[src/rtl/acc_differencer.sv]
// Recovers per-cycle addends from a stream of accumulated values and
// queues them in a small output FIFO with valid/ready on both sides.
module acc_differencer #(
    parameter int unsigned WIDTH      = 8,
    parameter int unsigned FIFO_DEPTH = 4
) (
    input  logic                            clk,
    input  logic                            reset,
    input  logic                            in_valid,
    output logic                            in_ready,
    input  logic [WIDTH-1:0]                in_data,
    input  logic                            in_first,
    output logic                            out_valid,
    input  logic                            out_ready,
    output logic [WIDTH-1:0]                out_data,
    output logic                            out_first,
    output logic                            out_borrow,
    output logic [$clog2(FIFO_DEPTH):0]     level
);

    localparam int unsigned PTR_W = $clog2(FIFO_DEPTH);
    localparam int unsigned LVL_W = PTR_W + 1;

    typedef struct packed {
        logic             first;
        logic             borrow;
        logic [WIDTH-1:0] diff;
    } entry_t;

    typedef enum logic {
        NO_PREV   = 1'b0,
        HAVE_PREV = 1'b1
    } state_t;

    state_t             state;
    state_t             state_nxt;
    logic [WIDTH-1:0]   prev;
    logic [WIDTH-1:0]   prev_nxt;
    entry_t             push_entry;
    logic [WIDTH:0]     sub_c;

    entry_t             mem [FIFO_DEPTH];
    logic [PTR_W-1:0]   wr_ptr;
    logic [PTR_W-1:0]   rd_ptr;
    entry_t             head_c;

    logic               accept;
    logic               pop;

    // Handshake qualification; in_ready depends only on stored occupancy
    assign in_ready  = (level != LVL_W'(FIFO_DEPTH));
    assign out_valid = (level != '0);
    assign accept    = in_valid & in_ready;
    assign pop       = out_valid & out_ready;

    // State and previous-value register
    always_ff @(posedge clk or posedge reset) begin
        if (reset) begin
            state <= NO_PREV;
            prev  <= '0;
        end else begin
            state <= state_nxt;
            prev  <= prev_nxt;
        end
    end

    // Next state and entry to push; subtraction carries one extra bit for borrow
    always_comb begin
        state_nxt  = state;
        prev_nxt   = prev;
        push_entry = '0;
        sub_c      = {1'b0, in_data} - {1'b0, prev};
        if (accept) begin
            prev_nxt = in_data;
            if ((state == NO_PREV) || in_first) begin
                push_entry.first  = 1'b1;
                push_entry.borrow = 1'b0;
                push_entry.diff   = in_data;
                state_nxt         = HAVE_PREV;
            end else begin
                push_entry.first  = 1'b0;
                push_entry.borrow = sub_c[WIDTH];
                push_entry.diff   = sub_c[WIDTH-1:0];
            end
        end
    end

    // FIFO storage; contents need no reset since outputs are gated by out_valid
    always_ff @(posedge clk) begin
        if (accept) begin
            mem[wr_ptr] <= push_entry;
        end
    end

    // FIFO pointers and occupancy
    always_ff @(posedge clk or posedge reset) begin
        if (reset) begin
            wr_ptr <= '0;
            rd_ptr <= '0;
            level  <= '0;
        end else begin
            if (accept) begin
                wr_ptr <= wr_ptr + PTR_W'(1);
            end
            if (pop) begin
                rd_ptr <= rd_ptr + PTR_W'(1);
            end
            case ({accept, pop})
                2'b10:   level <= level + LVL_W'(1);
                2'b01:   level <= level - LVL_W'(1);
                default: level <= level;
            endcase
        end
    end

    // Head entry, forced to zero while the FIFO is empty
    assign head_c     = mem[rd_ptr];
    assign out_data   = out_valid ? head_c.diff   : '0;
    assign out_first  = out_valid ? head_c.first  : 1'b0;
    assign out_borrow = out_valid ? head_c.borrow : 1'b0;

endmodule

[config.mk]
export PLATFORM = sky130hd
export DESIGN_NAME = acc_differencer
export DESIGN_NICKNAME = d
export VERILOG_FILES = /design/src/rtl/acc_differencer.sv
export SDC_FILE = /design/constraint.sdc
export NUM_CORES = 1
export LEC_CHECK = 0
export CORE_MARGIN = 2
export CORE_UTILIZATION = 56
export DETAILED_ROUTE_END_ITERATION = 10
export GPL_TIMING_DRIVEN = 0
export PLACE_DENSITY = 0.79
export SYNTH_ARGS = -nofsm -noshare
export SYNTH_HDL_FRONTEND = slang
export SYNTH_SLANG_ARGS = --single-unit
[constraint.sdc]
create_clock -name clk -period 3.21 [get_ports clk]
set_input_delay 0.8025 -clock clk [delete_from_list [all_inputs] [get_ports clk]]
set_output_delay 0.8025 -clock clk [all_outputs]
set_load 0.03 [all_outputs]
* After elaboration in Yosys (flattened, before gate mapping)
Memory sizes are Yosys's and may differ from the RTL's.
Cells that the tools add are included.
** Storage, ports and cells
- Register bits after elaboration :: 16
- Memory bits (writable) :: 40
- Output and inout port bits :: 15
- Word-level logic and storage cells :: 29
- Memories :: 1
** Cells by class
- Add/sub/neg operators :: 5
- Equal/unequal tests :: 3
- Muxes and demuxes :: 8
- Bitwise operators :: 3
- Reduce and logical (&&, ||, !) cells :: 4
** Memories
- mem :: depth 4, bits a word 10, read ports 1, clocked after Yosys merged registers in 0, write ports 1, line 42 : entry_t mem [FIFO_DEPTH];
** Operator list (number)
- 2-to-1 mux 10 bit :: 2
- subtractor 8 x 8 -> 9 bit :: 1
- 2-to-1 mux 8 bit :: 1
- one-hot mux 3 bit (2 select lines) :: 1
- adder 2 x 1 -> 2 bit (second input constant) :: 2
- 2-to-1 mux 1 bit :: 4
- adder 3 x 1 -> 3 bit (second input constant) :: 1
- != test 3 bit (second input constant) :: 1
- nonzero test 3 bit :: 1
- subtractor 3 x 1 -> 3 bit (second input constant) :: 1
- AND 1 bit :: 2
- equality test 2 x 1 -> 1 bit (second input constant) :: 1
- equality test 2 bit (second input constant) :: 1
- AND reduction 2 bit :: 1
- nonzero test 2 bit :: 1
- logical OR 1 bit :: 1
- NOT 1 bit :: 1

* Depth between registers and ports, before layout
Gate-level depths: netlist of the first run.
- Word-level depth :: 4
- Mapped depth :: 11

* Least setup slack after synthesis of the first run
No wires, ideal clock.
- Path type :: register -> register
- Start :: register level[0]
- End :: register level[2]
- Library setup time :: 0.080 ns
- Data arrival time :: 2.502 ns
- Data required time :: 3.130 ns
- Slack :: 0.628 ns
- Stages on the path, launching flop included :: 12
- Path buffers :: 2
- Cell sequence :: dfrtp_1 -> or3b_4 -> and2_4 -> buf_6 -> inv_2 -> buf_4 -> ha_1 -> inv_1 -> fa_1 -> xor2_1 -> nor2_1 -> xor2_1
** On the way
- Longest elaborated chain between the ends :: 4
- Elaborated cells between the ends (all ways) :: 10
- Classes of those cells :: 2 x add/sub; 3 x eq/ne; 1 x mux; 2 x bitwise; 2 x reduce/logical
** RTL lines
- from (decl) :: line 18 : output logic [$clog2(FIFO_DEPTH):0] level
- from (signal assigned) :: line 109 : 2'b10: level <= level + LVL_W'(1);
- from (signal assigned) :: line 110 : 2'b01: level <= level - LVL_W'(1);
- from (signal assigned) :: line 111 : default: level <= level;
- != test 3 bit * :: line 51 : assign in_ready = (level != LVL_W'(FIFO_DEPTH));
- named net in_ready :: line 10 : output logic in_ready,
- AND 1 bit * :: line 53 : assign accept = in_valid & in_ready;
- equality test 2 x 1 -> 1 bit / equality test 2 bit (equally long branches) :: line 108 : case ({accept, pop})
- one-hot mux 3 bit (2 select lines) / nonzero test 2 bit (equally long branches)
Mark *: on every way through the listed nets, which the timed path passes. The rest lies on a longest branch.
A chain may end at the register's enable or synchronous reset.

* Worst setup path in the final report of the first run
- Start :: register rd_ptr[0]
- End :: output out_data[2]
** On the way
- Longest elaborated chain between the ends :: 2
** RTL lines
- from (decl) :: line 44 : logic [PTR_W-1:0] rd_ptr;
- from (signal assigned) :: line 106 : rd_ptr <= rd_ptr + PTR_W'(1);
- memory read (4 x 10 bit)
- 2-to-1 mux 8 bit :: line 118 : assign out_data = out_valid ? head_c.diff : '0;
- to (decl) :: line 15 : output logic [WIDTH-1:0] out_data,
Every way passes these cells.

==> results of run 1 <==
[metal layers]
metal | global-route usage [%] | wire [um] | vias to the layer above
li1 | - | - | 815
met1 | 25.3 | 2000 | 769
met2 | 31.0 | 2310 | 58
met3 | 4.12 | 278 | 4
met4 | 7.27 | 40 | 0
met5 | 0 | 0 | -
[cells by family (layout without fill, tap and decap cells)]
group	count (synthesis)	count (layout)	share of synthesized area (%)
buffers and inverters	28	63	4.41
xor gates and xnor gates	6	6	1.93
DFF	56	56	58.8
adders and majority gates	15	15	7.45
AOI/OAI and AO/OA	30	30	6.48
and+or+nand+nor	61	61	12.3
muxes	11	11	8.64
[sequential cells by signal, summed over array words and instances, names as in the netlist]
| name | cells |
|---|---|
| level | 3 |
| mem | 40 |
| prev | 8 |
| rd_ptr | 2 |
| state | 1 |
| wr_ptr | 2 |
[what timing repair did]
action	in CTS	in global routing
setup buffers	0	0
gates cloned	0	0
resized for setup	2	3
setup endpoints to repair	8	7
[per-stage QoR]
stage	setup slack (ns)	std cells	TNS, ns	hold WS, ns	total power (uW)
3_3_place_gp	-0.184	288	-0.734	0.469	2480
2_1_floorplan	0.628	207	0	0.450	2070
3_5_place_dp	-0.381	288	-1.52	0.478	2520
4_1_cts	0.0703	296	0	0.505	3060
6_report	0.135	296	0	0.499	3040
5_1_grt	0.0180	296	0	0.544	3230
[power by group]
| part | internal, uW | switching (uW) | leakage [uW] |
|---|---|---|---|
| sequential | 1010 | 75.9 | 0.000563 |
| clock | 312 | 217 | 0.0000654 |
| combinational | 638 | 781 | 0.000618 |
[placed cells by master, fill, tap and decap left out, types with 2 or more instances in the layout]
cell / instances
o21ai_0: 8
xor2_1: 3
ha_1: 13
nand2_1: 13
nand4_1: 2
a21oi_1: 5
clkdlybuf4s50_1: 27
xnor2_1: 3
fa_1: 2
nor2b_1: 3
or4_1: 4
mux4_2: 10
clkbuf_1: 3
o22ai_1: 2
a211oi_1: 4
bufinv_16: 2
edfxtp_1: 40
dfrtp_1: 16
clkbuf_8: 5
and2_1: 11
buf_2: 2
o21ai_1: 6
and3_1: 4
nand3_1: 6
inv_1: 18
nor2_1: 9
nand2b_1: 4
buf_4: 2
[worst paths after layout]
path                       depth (start not counted)  slack (ns)                  start              endpoint
max                                                4        0.14  rd_ptr[0]$_DFFE_PP0P_           out_data[2]
min                                                1        0.50      state$_DFFE_PP0P_     state$_DFFE_PP0P_
max reg2reg                                       11        0.63   level[0]$_DFFE_PP0P_  level[2]$_DFFE_PP0P_
min reg2reg                                        1        0.50      state$_DFFE_PP0P_     state$_DFFE_PP0P_
max in group asynchronous                          2        1.87                  reset     state$_DFFE_PP0P_
min in group asynchronous                          2        0.90                  reset   prev[0]$_DFFE_PP0P_
[final cells by class]
cell class | instances | area, um2 | area share, %
sequential | 56 | 1600 | 50.0
multi-input combinational | 123 | 1010 | 31.4
timing repair buffer | 27 | 270 | 8.44
clock buffer | 6 | 72.6 | 2.27
inverter | 19 | 71.3 | 2.23
tap | 54 | 67.6 | 2.11
clock inverter | 2 | 60.1 | 1.88
buffer | 9 | 52.6 | 1.64
==> results by group, run 1 <==
Detailed routing
  – Final WL: approximately 4600 um
  – ANT nets after route: 0
  – Initial DRC count: 168
  – Residual DRC: 0
  – Vias post-DR: between 1.5k and 2k
  – Via/cell ratio: about 5.6
  – DRT Pass-1 Iters: 4
  – Routed len/inst: between 15 and 20 um

Place
  – Placed cell areas: 3060 um2
  – I/O Buffers: 27
  – Hpwl dp: between 3000 and 4000 um
  – Placer Congestion: around 0.92

Power
  – Pwr Density: about 950 nW/um2
  – Worst VDD drop: about 370 uV
  – Leakage: between 0.001 and 0.0015 uW

Logic synthesis
  – Cells after Synth: between 200 and 250
  – Top FF cell, synth: edfxtp_1
  – Post-synth EDFFs: 40
  – Syn Std Cell Area: approximately 2700 um2
  – Number of synthesized register bits: between 50 and 60
  – Top cells by area, synth: edfxtp_1 (44%), dfrtp_1 (15%), mux4_2 (8.3%)
  – Leading area contributor after synthesis: edfxtp_1
  – Count leader, synth: edfxtp_1
  – Mean Syn Cell Area: ~13 um2
  – Area fraction of the dominant cell type after synthesis: 44.1%
  – Yosys warnings: 0
  – Synth unique cells: 39
  – Asr flop ratio synth: 28.6%
  – Sequential area share after synthesis: around 60%
  – Synth Net Count: about 240
  – Commonest cells post-synth: edfxtp_1 (40), inv_1 (18), dfrtp_1 (16), ha_1 (13), nand2_1 (13)

Timing
  – Slew Limit Fails: 0
  – Post-route minimum period: 3.07 ns
  – Skew final: between 0.007 and 0.008 ns
  – Worst-Margin Slew: 0.693 ns
  – FMAX: 0.325 GHz
  – Period utilization: 95.8%
  – Max_slew headroom: 53.8%
  – Final Setup Violations: 0
  – RSZ-0062 raised after global routing: no
  – Hold Vio Cnt, Final: 0

Clock network
  – CTS tree: done
  – Clock Tree Root: clkbuf_8
  – Worst-skew pair later-pin latency: 0.30 ns
  – Hold buffers post-CTS: 0
  – CTS buffer count: 5
  – CTS H-tree lvls: 2
  – Clock Path Buffers: 2
  – Clock Sink Count: 56
  – CTS clock-pin slew for the worst setup and hold paths: approximately 0.09 ns

Setup path
  – CP delay by family, top: buffers and inverters
  – WP data arrival: between 2 and 2.5 ns
  – CP Cell Sequence: buf_4 -> mux4_2 -> and2_1 -> clkdlybuf4s50_1
  – Max FO, Critical Path: 10
  – Worst Setup Start Kind: flop
  – Crit Path Category: reg -> out
  – WP buf/inv: 2
  – Worst EP required: around 2.4 ns
  – Crit path largest cell delay: just under 0.6 ns
  – Critical Path End Type: primary output
  – Slowest-stage cell, CP: clkdlybuf4s50_1

Outcome
  – Outcome: completed

Global routing
  – Initial antenna violation count: 0
  – Total gr overflow: 0
  – Vias in the first global route: approximately 1.5k
  – Overall routing resource usage: between 10% and 20%
  – First-pass GRT wire length: 7490 um
  – Largest net degree at the start of global routing: 18

Die
  – Core Rows: 25
  – Die Span Y: roughly 74 um
  – Die X: between 70 and 80 um
  – Ports: 28
  – Initial Util: 58.0%
  – Die area: approximately 5400 um2
  – Core Region: roughly 4700 um2

Cells and area
  – # diodes: 0
  – Fillers: between 300 and 400
  – Area added between synthesis and finish: 17.6%
  – Net count reported at finish: around 270
  – Layout cells sized above 1: 11.2%
  – Util after Layout: about two thirds
  – Post-route cell area: ~3200 um2

Min path
  – Worst Hold Class: reg -> reg

Job
  – # Max-Cap Violations: 0
No activity file was read; power rests on OpenSTA's default activity.
==> run 2: changes to the inputs <==
- CORE_ASPECT_RATIO: default -> 0.8
==> run 2 against run 1 <==
  * Global-route usage is 0.67 points higher
  * Sequential share of layout area is 0.57 points higher
  * Largest cell class unchanged
  * Count of clock-buffer cells in the layout is 1 lower
  * Largest power group unchanged
  * Highest routed layer unchanged
==> results by group, run 2 (same netlist as run 1, synthesis figures left out) <==
Timing
  – FMAX: 0.323 GHz (-0.71%)
  – Hold Vio Cnt, Final: 0 (unchanged)
  – Post-route setup slack: 0.113 ns (-0.0218 ns)
  – Period utilization: 96.5% (+0.68 points)
  – Post-route minimum period: 3.10 ns (+0.0218 ns)
  – Setup TNS: 0 ns (unchanged)
  – Worst-Margin Slew: 0.800 ns (+0.108 ns)
  – Slew Limit Fails: 0 (unchanged)
  – Hold WS: 0.512 ns (+0.0130 ns)
  – Skew final: 0.00613 ns (-0.00181 ns)
  – Max_slew headroom: 46.5% (-7.3 points)
  – RSZ-0062 raised after global routing: no
  – Final Setup Violations: 0 (unchanged)

Cells and area
  – # diodes: 0 (unchanged)
  – Most flops, register: mem
  – Area added between synthesis and finish: 16.3%
  – Footprint of the multi-input gates: 1000 um2 (-0.50%)
  – Layout cells sized above 1: 11.2% (unchanged)
  – Final Non-Filler Cells: 302 (+2.0%)
  – Commonest non-fill, non-tap cells in the layout: edfxtp_1 (40), clkdlybuf4s50_1 (27), inv_1 (18)
  – Net count reported at finish: 269 (unchanged)
  – Max reg flops: 40 (unchanged)
  – Fillers: 345 (+3.6%)
  – Most common cell after layout, fill and taps aside: edfxtp_1
  – Regs by FF count: mem (40), prev (8), level (3)
  – Storage cell area: 1600 um2 (unchanged)

Detailed routing
  – Initial DRC count: 77 (-54%)
  – Via/cell ratio: 5.60 (+0.75%)
  – DRT Pass-1 Iters: 4 (unchanged)
  – Vias post-DR: 1692 (+2.8%)
  – ANT nets after route: 0 (unchanged)
  – Residual DRC: 0 (unchanged)
  – Routed len/inst: 15.7 um (+0.19%)
  – Final WL: 4730 um (+2.2%)

Global routing
  – Total gr overflow: 0 (unchanged)
  – Largest net degree at the start of global routing: 20 (+2)
  – Overall routing resource usage: 19.7% (+0.67 points)
  – Vias in the first global route: 1615 (+4.8%)
  – Initial antenna violation count: 0 (unchanged)
  – First-pass GRT wire length: 7710 um (+2.9%)

Outcome
  – Outcome: completed

Setup path
  – Slowest-stage cell, CP: clkdlybuf4s50_1
  – Crit Path Category: reg -> out
  – WP data arrival: 2.29 ns (+0.02 ns)
  – Crit path largest cell delay: 0.58 ns (about the same)
  – CP Cell Sequence: buf_4 -> mux4_2 -> and2_1 -> clkdlybuf4s50_1
  – Worst Setup Start Kind: flop
  – Reg2Reg Depth: 11 (unchanged)
  – Worst EP required: 2.41 ns (about the same)
  – Critical Path End Type: primary output
  – Max FO, Critical Path: 10 (unchanged)

Clock network
  – Worst-skew pair later-pin latency: 0.31 ns (about the same)
  – CTS tree: done
  – CTS H-tree lvls: 2 (unchanged)
  – Clock Sink Count: 56 (unchanged)
  – Hold buffers post-CTS: 0 (unchanged)
  – CTS buffer count: 5 (unchanged)
  – Clock Path Buffers: 2 (unchanged)
  – Clock Tree Root: clkbuf_8
  – CTS clock-pin slew for the worst setup and hold paths: 0.10 ns (about the same)

Power
  – Clock network power share: 13.7% (-3.7 points)
  – Combinational share of power: 48.9% (+2.1 points)
  – Worst VDD drop: 520 uV (+42%)
  – Final Total Pwr: 2920 uW (-3.8%)
  – Leakage: 0.00123 uW (-1.7%)
  – Pwr Density: 922 nW/um2 (-2.7%)
  – Switching power total: 1110 uW (+3.3%)
  – Sw Share: 38.0% (+2.6 points)
  – Seq pwr share: 37.4% (+1.6 points)
  – Int Power: 1810 uW (-7.7%)

Die
  – Die area: 5440 um2 (about the same)
  – Core Region: 4620 um2 (-1.4%)
  – Initial Util: 58.9% (+0.85 points)
  – Die X: 82.0 um (+11%)
  – Core Rows: 22 (-12%)
  – Die Span Y: 66.4 um (-10%)
  – Ports: 28 (unchanged)

Place
  – I/O Buffers: 27 (unchanged)
  – Hpwl dp: 3500 um (+4.9%)
  – Placed instance count: 294 (+2.1%)
  – Pre-CTS WS: -0.274 ns (+0.107 ns)
  – Placer Congestion: 0.824 (-11%)

Job
  – # Max-Cap Violations: 0 (unchanged)

Min path
  – Hold Path Cell Cnt: 1 (unchanged)
  – Worst Hold Class: reg -> reg
==> run 2: metrics by stage <==
step | cell area (um2) | util (%)
after floorplan | 2720 | -
after global placement | 3070 | 66.3
after CTS | 3160 | 68.4
final | 3170 | 68.5
after detailed placement | 3070 | 66.3
after global routing | 3170 | 68.5
==> run 2: worst paths after layout <==
check / to / slack [ns] / from
min in group asynchronous: state$_DFFE_PP0P_ / 0.86 / reset
hold / removal: state$_DFFE_PP0P_ / 0.51 / state$_DFFE_PP0P_
setup / recovery: out_data[6] / 0.11 / rd_ptr[0]$_DFFE_PP0P_
setup reg to reg: level[2]$_DFFE_PP0P_ / 0.61 / level[0]$_DFFE_PP0P_
max in group asynchronous: prev[0]$_DFFE_PP0P_ / 1.94 / reset
hold reg to reg: state$_DFFE_PP0P_ / 0.51 / state$_DFFE_PP0P_
==> run 2: power by group through the flow <==
stage	registers [uW]	logic (uW)	clock network [uW]
5_1_grt	1110	1560	433
3_5_place_dp	1110	1430	0
3_3_place_gp	1100	1390	0
2_1_floorplan	1120	949	0
6_report	1090	1430	400
4_1_cts	1090	1440	407
==> run 2: final cells by class <==
cell class | count | share of cell area [%]
flip-flops and latches | 56 | 50.6
multi-input cells | 123 | 31.6
repair buffers | 27 | 8.53
well taps | 60 | 2.37
inverters | 19 | 2.25
clock buffers | 5 | 2.17
plain buffers | 9 | 1.66
clock inverters | 3 | 0.790
==> run 2: repair_timing <==
| action | 4_1_cts | 5_1_grt |
|---|---|---|
| setup endpoints to repair | 7 | 7 |
| gates resized for setup | 1 | 3 |
| pin swaps | 0 | 0 |
| setup buffers | 0 | 0 |
==> run 2: critical path: cells and delay by family (launching register included) <==
kind | cells | cell delay (ns)
buffers and inverters | 2 | 0.84
flip-flops | 1 | 0.44
multiplexers | 1 | 0.53
AND/OR/NAND/NOR | 1 | 0.17
==> run 2: metal layers <==
metal	up-vias	wire length [um]	global-route usage, %
met1	811	2090	25.5
met4	0	66	6.46
met2	55	2370	33.9
met5	-	0	0
li1	817	-	-
met3	9	209	3.28
==> run 3: changes to the inputs <==
- CORE_UTILIZATION: 56 -> 59
- CTS_BUF_LIST: default -> sky130_fd_sc_hd__clkbuf_4 sky130_fd_sc_hd__clkbuf_8
- PLACE_DENSITY: 0.79 -> 0.82
==> run 3 against run 2 <==
  * Non-clock buffer count unchanged
  * Hold slack better by 0.00096 ns
  * Die area fell by 4.8%
  * Global-route usage increased by 0.21 points
  * Largest power group unchanged
  * Register-to-register slack improved by 0.04 ns
  * Combinational power is essentially flat
  * Clock power shrank 4%
  * Core utilization increased by 1.8 points
==> results by group, run 3 (same netlist as run 1, synthesis figures left out) <==
Power
  – Clock network power share: 13.3% (-0.4 points)
  – Worst VDD drop: 478 uV (-8.0%)
  – Switching power total: 1080 uW (-2.6%)
  – Combinational share of power: 48.9% (about the same)
  – Pwr Density: 913 nW/um2 (-1.0%)
  – Sw Share: 37.3% (-0.72 points)
  – Seq pwr share: 37.7% (+0.3 points)
  – Leakage: 0.00123 uW (+0.14%)
  – Int Power: 1820 uW (+0.38%)
  – Final Total Pwr: 2900 uW (-0.77%)

Die
  – Die X: 80.0 um (-2.4%)
  – Initial Util: 60.3% (+1.4 points)
  – Core Region: 4510 um2 (-2.4%)
  – Die area: 5180 um2 (-4.8%)
  – Die Span Y: 64.8 um (-2.4%)
  – Core Rows: 22 (unchanged)
  – Ports: 28 (unchanged)

Timing
  – Hold WS: 0.513 ns (+0.000958 ns)
  – Setup TNS: 0 ns (unchanged)
  – Skew final: 0.00326 ns (-0.00287 ns)
  – RSZ-0062 raised after global routing: no
  – Slew Limit Fails: 0 (unchanged)
  – Hold Vio Cnt, Final: 0 (unchanged)
  – Period utilization: 94.9% (-1.5 points)
  – Worst-Margin Slew: 0.636 ns (-0.165 ns)
  – FMAX: 0.328 GHz (+1.6%)
  – Post-route minimum period: 3.05 ns (-0.0492 ns)
  – Final Setup Violations: 0 (unchanged)
  – Max_slew headroom: 57.6% (+11 points)
  – Post-route setup slack: 0.162 ns (+0.0492 ns)

Setup path
  – WP data arrival: 2.25 ns (-0.04 ns)
  – FF-to-FF Start: level[0]$_DFFE_PP0P_
  – Critical Path End Type: primary output
  – CP Cell Sequence: buf_6 -> mux4_2 -> and2_1 -> clkdlybuf4s50_1
  – Crit Path Category: reg -> out
  – Slowest-stage cell, CP: clkdlybuf4s50_1
  – Crit path launch: rd_ptr[0]$_DFFE_PP0P_
  – Max FO, Critical Path: 10 (unchanged)
  – Worst EP required: 2.41 ns (about the same)
  – Crit path largest cell delay: 0.58 ns (about the same)
  – Worst Setup Start Kind: flop

Detailed routing
  – Routed len/inst: 15.0 um (-4.1%)
  – Residual DRC: 0 (unchanged)
  – ANT nets after route: 0 (unchanged)
  – Final WL: 4540 um (-4.1%)
  – Vias post-DR: 1631 (-3.6%)
  – DRT Pass-1 Iters: 4 (unchanged)
  – Initial DRC count: 50 (-35%)
  – Via/cell ratio: 5.40 (-3.6%)

Cells and area
  – Most flops, register: mem
  – Regs by FF count: mem (40), prev (8), level (3)
  – Net count reported at finish: 269 (unchanged)
  – Max reg flops: 40 (unchanged)
  – Util after Layout: 70.3% (+1.8 points)
  – Layout cells sized above 1: 11.6% (+0.41 points)
  – Storage cell area: 1600 um2 (unchanged)
  – Footprint of the multi-input gates: 1010 um2 (+0.50%)
  – Area added between synthesis and finish: 16.6%
  – # diodes: 0 (unchanged)
  – Most common cell after layout, fill and taps aside: edfxtp_1
  – Commonest non-fill, non-tap cells in the layout: edfxtp_1 (40), clkdlybuf4s50_1 (27), inv_1 (18)
  – Fillers: 319 (-7.5%)

Place
  – Hpwl dp: 3330 um (-4.9%)
  – Placer Congestion: 0.880 (+6.8%)
  – I/O Buffers: 27 (unchanged)
  – Pre-CTS WS: -0.386 ns (-0.111 ns)

Clock network
  – CTS clock-pin slew for the worst setup and hold paths: 0.09 ns (about the same)
  – Clock Sink Count: 56 (unchanged)
  – Post-CTS setup buffers: 0 (unchanged)
  – CTS buffer count: 5 (unchanged)
  – CTS tree: done
  – Worst-skew pair later-pin latency: 0.30 ns (about the same)
  – Clock Tree Root: clkbuf_8
  – Clock Path Buffers: 2 (unchanged)
  – CTS H-tree lvls: 2 (unchanged)
  – Hold buffers post-CTS: 0 (unchanged)

Global routing
  – Overall routing resource usage: 19.9% (+0.21 points)
  – Total gr overflow: 0 (unchanged)
  – Initial antenna violation count: 0 (unchanged)
  – Vias in the first global route: 1612 (-0.19%)
  – Largest net degree at the start of global routing: 18 (-10%)
  – First-pass GRT wire length: 7630 um (-1.1%)

Job
  – # Max-Cap Violations: 0 (unchanged)

Min path
  – Beginning of the worst hold path: state$_DFFE_PP0P_
  – Worst Hold Class: reg -> reg

Outcome
  – Outcome: completed
==> run 3: final timing paths <==
path	to	slack, ns	depth (start not counted)
hold / removal	state$_DFFE_PP0P_	0.51	1
max in group asynchronous	state$_DFFE_PP0P_	1.94	2
min in group asynchronous	level[2]$_DFFE_PP0P_	0.87	2
setup reg to reg	level[2]$_DFFE_PP0P_	0.65	11
hold reg to reg	state$_DFFE_PP0P_	0.51	1
setup / recovery	out_data[5]	0.16	4
==> run 3: what timing repair did <==
item | CTS | global route
endpoints found under the hold margin | 0 | 0
setup endpoints to repair | 12 | 7
resized for setup | 2 | 4
==> run 3: cell type report <==
cell class,count,area share (%)
buffer,9,1.77
clock buffer,6,2.40
clock inverter,2,0.512
inverter,19,2.25
multi-input combinational,123,31.7
sequential,56,50.5
tap,60,2.37
timing repair buffer,27,8.51
==> run 3: layer usage <==
layer | global-route usage, % | wire, um | up-vias
li1 | - | - | 815
met1 | 27.5 | 2090 | 772
met2 | 32.8 | 2210 | 36
met3 | 3.76 | 184 | 8
met4 | 5.72 | 58 | 0
met5 | 0 | 0 | -
==> run 3: through the flow <==
stage | instance area [um2] | std cells
finish | 3170 | 302
global route | 3170 | 302
CTS | 3160 | 302
detailed placement | 3070 | 294
global placement | 3070 | 294
floorplan | 2720 | 207
==> run 3: power by group through the flow <==
stage	clock, uW	sequential (uW)	combinational, uW
floorplan	0	1120	949
global placement	0	1100	1380
detailed placement	0	1110	1420
CTS	396	1090	1430
global route	419	1110	1550
finish	386	1090	1420
==> run 3: worst max-delay path: cells and delay by family, from the launching register on <==
family	cells	cell delay (ns)
buffers and inverters	2	0.79
multiplexers	1	0.52
flip-flops	1	0.45
AND/OR/NAND/NOR	1	0.17
